===== src/rtl/pipeline_hazard_ctrl_pkg.sv =====
// Shared LC-3b types used by the pipeline hazard controller.
package lc3b_types;
  typedef logic [15:0] lc3b_word;
  typedef logic [2:0]  lc3b_reg;

  typedef enum logic [0:0] {
    HZD_RUN        = 1'b0,
    HZD_FLUSH_PEND = 1'b1
  } lc3b_hzd_state;

  localparam lc3b_word PERF_SAT = 16'hFFFF;

  function automatic lc3b_word sat_inc(input lc3b_word v);
    return (v == PERF_SAT) ? v : v + 16'd1;
  endfunction
endpackage


===== src/rtl/pipeline_hazard_ctrl_perf.sv =====
// Three 16-bit saturating event counters; only instantiated under PIPE_HZD_PERF_EN.
module hzd_perf_counters
  import lc3b_types::*;
(
  input  logic     clk,
  input  logic     reset_n,
  input  logic     i_stall_cyc,
  input  logic     i_redirect,
  input  logic     i_load_use,
  output lc3b_word o_stall_cycles,
  output lc3b_word o_redirects,
  output lc3b_word o_load_use
);
  lc3b_word r_stall, r_redir, r_lu;

  always_ff @(posedge clk) begin
    if (!reset_n) begin
      r_stall <= '0;
      r_redir <= '0;
      r_lu    <= '0;
    end else begin
      if (i_stall_cyc) r_stall <= sat_inc(r_stall);
      if (i_redirect)  r_redir <= sat_inc(r_redir);
      if (i_load_use)  r_lu    <= sat_inc(r_lu);
    end
  end

  assign o_stall_cycles = r_stall;
  assign o_redirects    = r_redir;
  assign o_load_use     = r_lu;
endmodule


===== src/rtl/pipeline_hazard_ctrl.sv =====
// LC-3b stall/flush controller: D-cache wait > MEM redirect > I-cache wait > load-use.
// Define PIPE_HZD_PERF_EN to add saturating perf counter outputs.
module pipeline_hazard_ctrl
  import lc3b_types::*;
(
  input  logic     clk,
  input  logic     reset_n,
  input  logic     icache_resp,
  input  logic     dcache_req,
  input  logic     dcache_resp,
  input  logic     mem_br_taken,
  input  lc3b_word mem_target,
  input  lc3b_reg  id_sr1_reg,
  input  lc3b_reg  id_sr2_reg,
  input  logic     id_uses_sr1,
  input  logic     id_uses_sr2,
  input  logic     ex_is_load,
  input  lc3b_reg  ex_dest,
  output logic     pc_load_en,
  output logic     pc_redirect,
  output lc3b_word redirect_pc,
  output logic     stall_if_id,
  output logic     stall_id_ex,
  output logic     stall_ex_mem,
  output logic     flush_if_id,
  output logic     flush_id_ex,
  output logic     flush_ex_mem,
  output logic     flush_mem_wb
`ifdef PIPE_HZD_PERF_EN
  ,
  output lc3b_word perf_stall_cycles,
  output lc3b_word perf_redirects,
  output lc3b_word perf_load_use
`endif
);
  lc3b_hzd_state r_state, w_next;
  lc3b_word      r_tgt_q, w_tgt_d;
  logic          w_dmem_busy, w_load_use;

  assign w_dmem_busy = dcache_req & ~dcache_resp;
  assign w_load_use  = ex_is_load & ((id_uses_sr1 & (id_sr1_reg == ex_dest)) |
                                     (id_uses_sr2 & (id_sr2_reg == ex_dest)));

  always_comb begin
    pc_load_en   = 1'b0;
    pc_redirect  = 1'b0;
    redirect_pc  = (r_state == HZD_FLUSH_PEND) ? r_tgt_q : mem_target;
    stall_if_id  = 1'b0;
    stall_id_ex  = 1'b0;
    stall_ex_mem = 1'b0;
    flush_if_id  = 1'b0;
    flush_id_ex  = 1'b0;
    flush_ex_mem = 1'b0;
    flush_mem_wb = 1'b0;
    w_next       = r_state;
    w_tgt_d      = r_tgt_q;
    if (!reset_n) begin
      flush_if_id  = 1'b1;
      flush_id_ex  = 1'b1;
      flush_ex_mem = 1'b1;
      flush_mem_wb = 1'b1;
    end else if (w_dmem_busy) begin
      // Full freeze in either state; WB drains with NOPs.
      stall_if_id  = 1'b1;
      stall_id_ex  = 1'b1;
      stall_ex_mem = 1'b1;
      flush_mem_wb = 1'b1;
    end else if (r_state == HZD_FLUSH_PEND) begin
      flush_if_id = 1'b1;
      flush_id_ex = 1'b1;
      if (icache_resp) begin
        pc_load_en  = 1'b1;
        pc_redirect = 1'b1;
        w_next      = HZD_RUN;
      end
    end else if (mem_br_taken) begin
      flush_if_id  = 1'b1;
      flush_id_ex  = 1'b1;
      flush_ex_mem = 1'b1;
      if (icache_resp) begin
        pc_load_en  = 1'b1;
        pc_redirect = 1'b1;
      end else begin
        w_tgt_d = mem_target;
        w_next  = HZD_FLUSH_PEND;
      end
    end else if (!icache_resp || w_load_use) begin
      stall_if_id = 1'b1;
      flush_id_ex = 1'b1;
    end else begin
      pc_load_en = 1'b1;
    end
  end

  always_ff @(posedge clk) begin
    if (!reset_n) begin
      r_state <= HZD_RUN;
      r_tgt_q <= '0;
    end else begin
      r_state <= w_next;
      r_tgt_q <= w_tgt_d;
    end
  end

`ifdef PIPE_HZD_PERF_EN
  logic w_stall_cyc, w_br_accept, w_lu_bubble;
  assign w_stall_cyc = reset_n & ~pc_load_en;
  assign w_br_accept = reset_n & (r_state == HZD_RUN) & ~w_dmem_busy & mem_br_taken;
  assign w_lu_bubble = reset_n & (r_state == HZD_RUN) & ~w_dmem_busy & ~mem_br_taken &
                       icache_resp & w_load_use;

  hzd_perf_counters u_perf (
    .clk            (clk),
    .reset_n        (reset_n),
    .i_stall_cyc    (w_stall_cyc),
    .i_redirect     (w_br_accept),
    .i_load_use     (w_lu_bubble),
    .o_stall_cycles (perf_stall_cycles),
    .o_redirects    (perf_redirects),
    .o_load_use     (perf_load_use)
  );
`endif
endmodule


===== config.mk =====
export PLATFORM = sky130hd
export DESIGN_NAME = pipeline_hazard_ctrl
export DESIGN_NICKNAME = d
export VERILOG_FILES = /design/src/rtl/pipeline_hazard_ctrl_pkg.sv /design/src/rtl/pipeline_hazard_ctrl_perf.sv /design/src/rtl/pipeline_hazard_ctrl.sv
export SDC_FILE = /design/constraint.sdc
export NUM_CORES = 1
export LEC_CHECK = 0
export BUFFER_PORTS_ARGS = -buffer_cell sky130_fd_sc_hd__buf_4
export CAP_MARGIN = 5
export CORE_UTILIZATION = 40
export DETAILED_ROUTE_END_ITERATION = 10
export GPL_ROUTABILITY_DRIVEN = 0
export GPL_TIMING_DRIVEN = 0
export HOLD_SLACK_MARGIN = 0.1
export PLACE_DENSITY = 0.7
export SYNTH_ARGS = -nofsm -noshare
export SYNTH_HDL_FRONTEND = slang
export SYNTH_SLANG_ARGS = --single-unit

===== constraint.sdc =====
create_clock -name clk -period 1.7 [get_ports clk]
set_input_delay 0.34 -clock clk [delete_from_list [all_inputs] [get_ports clk]]
set_output_delay 0.34 -clock clk [all_outputs]
set_load 0.05 [all_outputs]

Word-level counts from Yosys, hierarchy flattened
Cells that the tools add are included.
- reductions and logical operators: 3
- mux-type cells: 33
- equality and inequality tests: 2
- bitwise operators: 9
- operator list (cell ; number):
    $mux W1 ; 32
    $mux W16 ; 1
    $eq A3 B3 Y1 ; 2
    $and A1 B1 Y1 ; 4
    $not A1 Y1 ; 4
    $reduce_and A4 Y1 ; 1
    $logic_not A1 Y1 ; 1
    $logic_or A1 B1 Y1 ; 1
    $or A1 B1 Y1 ; 1
- word-level logic and storage cells: 49
- register bits: 17

Longest topological paths before layout
- depth in word-level cells: 10
- mapped depth: 6
- gate-level depth less buffers: 4

Least setup slack after synthesis
OpenSTA, ideal clock, no wires.
- path type: register -> output
- start: register r_state
- end: output port flush_id_ex
- data arrival time: 1.982 ns
- slack: -0.622 ns
- cell stages (with the launch flop): 5
- data required time: 1.360 ns
- path through: dfxtp_1 buf_2 nor2_1 o21ai_1 a311o_1
- longest elaborated chain between the ends: 3
- ends and longest elaborated chain (what ; line ; text):
    start, declared ; pipeline_hazard_ctrl.sv:36 ; lc3b_hzd_state r_state, w_next;
    start signal, assigned ; pipeline_hazard_ctrl.sv:100 ; r_state <= w_next;
    $mux W1 ; pipeline_hazard_ctrl.sv:68 ; end else if (r_state == HZD_FLUSH_PEND) begin
    $mux W1 ; pipeline_hazard_ctrl.sv:62 ; end else if (w_dmem_busy) begin
    $mux W1 ; pipeline_hazard_ctrl.sv:57 ; if (!reset_n) begin
    end, declared ; pipeline_hazard_ctrl.sv:26 ; output logic flush_id_ex,
No other way between the ends.

Worst setup path in the final report
Ends and elaborated chain as after synthesis.

==> results.txt <==
The logs give 947 for the number of global-route vias before repair and 4 for the total of endpoints with negative setup slack in the final report. The floorplan step set the die width to 53.1 um. The total overflow left after global routing is 0. On the final layout, the worst clock skew is 6.05 ps.

The tools report the startpoint of the worst register-to-register path as r_state. The number of failing hold endpoints at the final stage was 0. After the first detailed-routing iteration, the DRC count stood at 7.

In this run the core area contains 18 standard-cell rows. Summed over all instances, the cell type with the most area after synthesis is dfxtp_1. The period utilization was 1.05.

Data on the critical path is required at its endpoint by 1360 ps. Most used flip-flop cell after synthesis: dfxtp_1. Max-slew violation total from the final report: 0.

Yosys mapped a number of flops with a built-in enable equal to 0. The tools report the total wire length as 2770 um. Synthesis produced a netlist with a net count of 135.

VDD sags by at most 0.442 mV. The post-synthesis instance area was 0.00104 mm^2; the cell leakage power was 0.000779 uW. The run gives 0 as the initial antenna violation count. In this run the power density over the cells is 669 mW/mm^2. In this run, distinct cell masters in the synthesized netlist total 26.

The final net count is 207. The beginning of the critical path is r_state. In the routed layout, each cell is associated on average with a via count of 4.94. Reg-to-reg setup timing slack: 90 ps. The type of the worst setup path was flop to output pin. Dividing the detail-routed wire length by the instance count gives 13.7 um.

From bottom edge to top edge, the die measures 53.1 um. Placed wire-length estimate after detailed placement: 1900 um. For the proportion of synthesized chip area in sequential cells, the log shows 0.326. The critical path goes through nor2_4, o21ai_2, a311o_2, buf_8. Number of buffers on the longest clock path: 2.

The overall power after layout is 1180 uW. The fraction of layout cells with a size suffix above 1 was 0.599; the H-tree depth was 1. TritonCTS built the clock tree. The checks that failed: DRC, setup timing. The final critical-path required period works out to 1780 ps. The proportion of synthesized flip-flops having asynchronous set or reset works out to 0.

In this design, the stage delay of the slowest critical-path cell is 390 ps. At the pin with the least slew margin, the transition time is 391 ps. The logs give -80.9 ps for the setup slack after layout and 0.00177 mm^2 for the final non-filler cell area. Start point of the worst min-delay path: mem_target[7]. The clock-pin slew on the worst setup and hold paths came out at 110 ps.

The worst setup path is launched from a flop. The share of the synthesized area in the top cell type is 0.326, and the total clock sinks is 17. The flow ran to the end, but the final reports show violations. The floorplan step defined a die boundary enclosing 0.00282 mm^2. In this run the remaining antenna-violating nets after routing total 0. The tools report the worst endpoint data arrival time as 1440 ps. After synthesis the netlist holds a flip-flop and latch count of 17. For the synthesized instance count, the log shows 101.

The tools report the antenna diode instance count as 0. Across the run, the number of max-cap violations was 0. Entering global routing, the biggest net connects 11 pins. Sorting the synthesized cells by area gives the leading types as dfxtp_1, mux2_2, mux2i_1. In this run the tool buffered the top-level ports with 58 buffer cells. The number of clock buffers added by TritonCTS is 3. Count of hold-fix buffers inserted at cts: 0.

Once placement finished, the instance area stood at 0.00153 mm^2. The signed area change from the synthesized netlist to the final layout came out at 69.2%. In the synthesized netlist, the cells that appear most often are dfxtp_1, mux2_2, mux2i_1, nor2b_1, xnor2_1.

The initial cell density of the core is 0.421. The number of ports placed on the die boundary is 59. The slowest stage of the critical path belongs to the cell dfxtp_4.

After detailed routing, the number of remaining DRC violations is 2. The clock latency of the later-clocked register in the worst-skew pair is 290 ps, and the worst-path maximum fanout is 7. Derived from the worst setup path, the maximum achievable clock frequency is 0.562 GHz.

The first detailed-routing pass ran for 7 iterations. The total area inside the core boundary comes to 0.00248 mm^2. The worst setup path is captured at an output pin. Yosys printed 0 warnings.

The filler cells instantiated in the layout total 197. Each instance of the synthesized netlist takes up on average 10.3 um^2. Setup repair after global routing could not meet its margin everywhere. The first global-routing pass estimated 3980 um of wire. The worst hold path belongs to the class input port to flop.

The routed layout has 997 vias. The most common cell in the netlist was dfxtp_1. For the overall fraction of global-route tracks in use, the log shows 0.200. The root buffer cell was clkbuf_4. The run gives 0.739 as the relative max-transition margin.
## state kept, by name, indices dropped and copies added (netlist names)
register  cells
r_tgt_q      16
r_state       1
## metal layers
metal | wire, um | part of all wire | vias up | global-route usage
li1 | - | - | 492 | -
met5 | 0 | 0 | - | 0
met4 | 0 | 0 | 0 | 0.0789
met2 | 1610 | 0.58 | 40 | 0.386
met1 | 1030 | 0.37 | 465 | 0.203
met3 | 141 | 0.051 | 0 | 0.0431
## power breakdown
group          internal [uW]  switching, uW  total, uW
combinational            252            281        532
sequential               416           12.1        428
clock                   87.5            134        221
## kinds of logic (layout without fill, tap and decap cells)
kind of cell | Yosys count | count (layout) | share of synthesized area
and+or+nand+nor | 30 | 30 | 0.187
muxes | 32 | 32 | 0.326
AOI/OAI and AO/OA | 8 | 8 | 0.0528
xor gates and xnor gates | 6 | 6 | 0.0504
buffers and inverters | 8 | 79 | 0.0576
DFF | 17 | 17 | 0.326
## final timing paths
kind,to,cells after the start
worst max-delay path,flush_id_ex,4
worst max register to register,r_tgt_q[12],7
worst min-delay path,r_tgt_q[7],3
worst min register to register,r_tgt_q[7],2
## cell type report
type,count,area [um^2],area share
clock buffer,3,22.5,0.0128
timing repair buffer,68,608,0.344
tap,30,37.5,0.0213
multi-input combinational,76,683,0.387
sequential,17,344,0.195
clock inverter,1,5.00,0.00283
inverter,1,3.75,0.00213
buffer,6,61.3,0.0347
## cells in the final DEF (no fill, tap or decap), types with 2 or more instances in the layout
cell	synthesis	routed
buf_4	1	49
dfxtp_1	17	16
mux2_4	0	4
nor2b_1	16	16
buf_6	1	15
buf_8	0	7
o21ai_2	0	2
mux2_2	16	12
nor2_1	4	3
clkbuf_1	2	2
clkbuf_4	0	3
nand4_1	2	2
xnor2_1	6	6
mux2i_1	16	16
nand2_1	3	3
## critical path, delay by kind of cell (launching register included)
kind                   cells  cell delay, ps
DFF                        1             390
and+or+nand+nor            1             150
AOI/OAI and AO/OA          2             450
buffers and inverters      1             160
## metrics by stage
stage / setup TNS [ps] / utilization / instances / setup WS, ps / hold WS (ps)
after global placement: -1020 / 0.619 / 189 / -115 / 490
final: -155 / 0.713 / 202 / -80.9 / 307
after floorplan: -176 / - / 101 / -176 / 477
after detailed placement: -1130 / 0.619 / 189 / -130 / 501
after CTS: -672 / 0.711 / 201 / -75.4 / 306
after global routing: -795 / 0.713 / 202 / -138 / 309
## repair_timing
action,in CTS,in global routing
pin swaps,3,4
resized for setup,39,1
setup buffers,8,2
setup endpoints to repair,22,20
No activity file was read; power rests on OpenSTA's default activity.
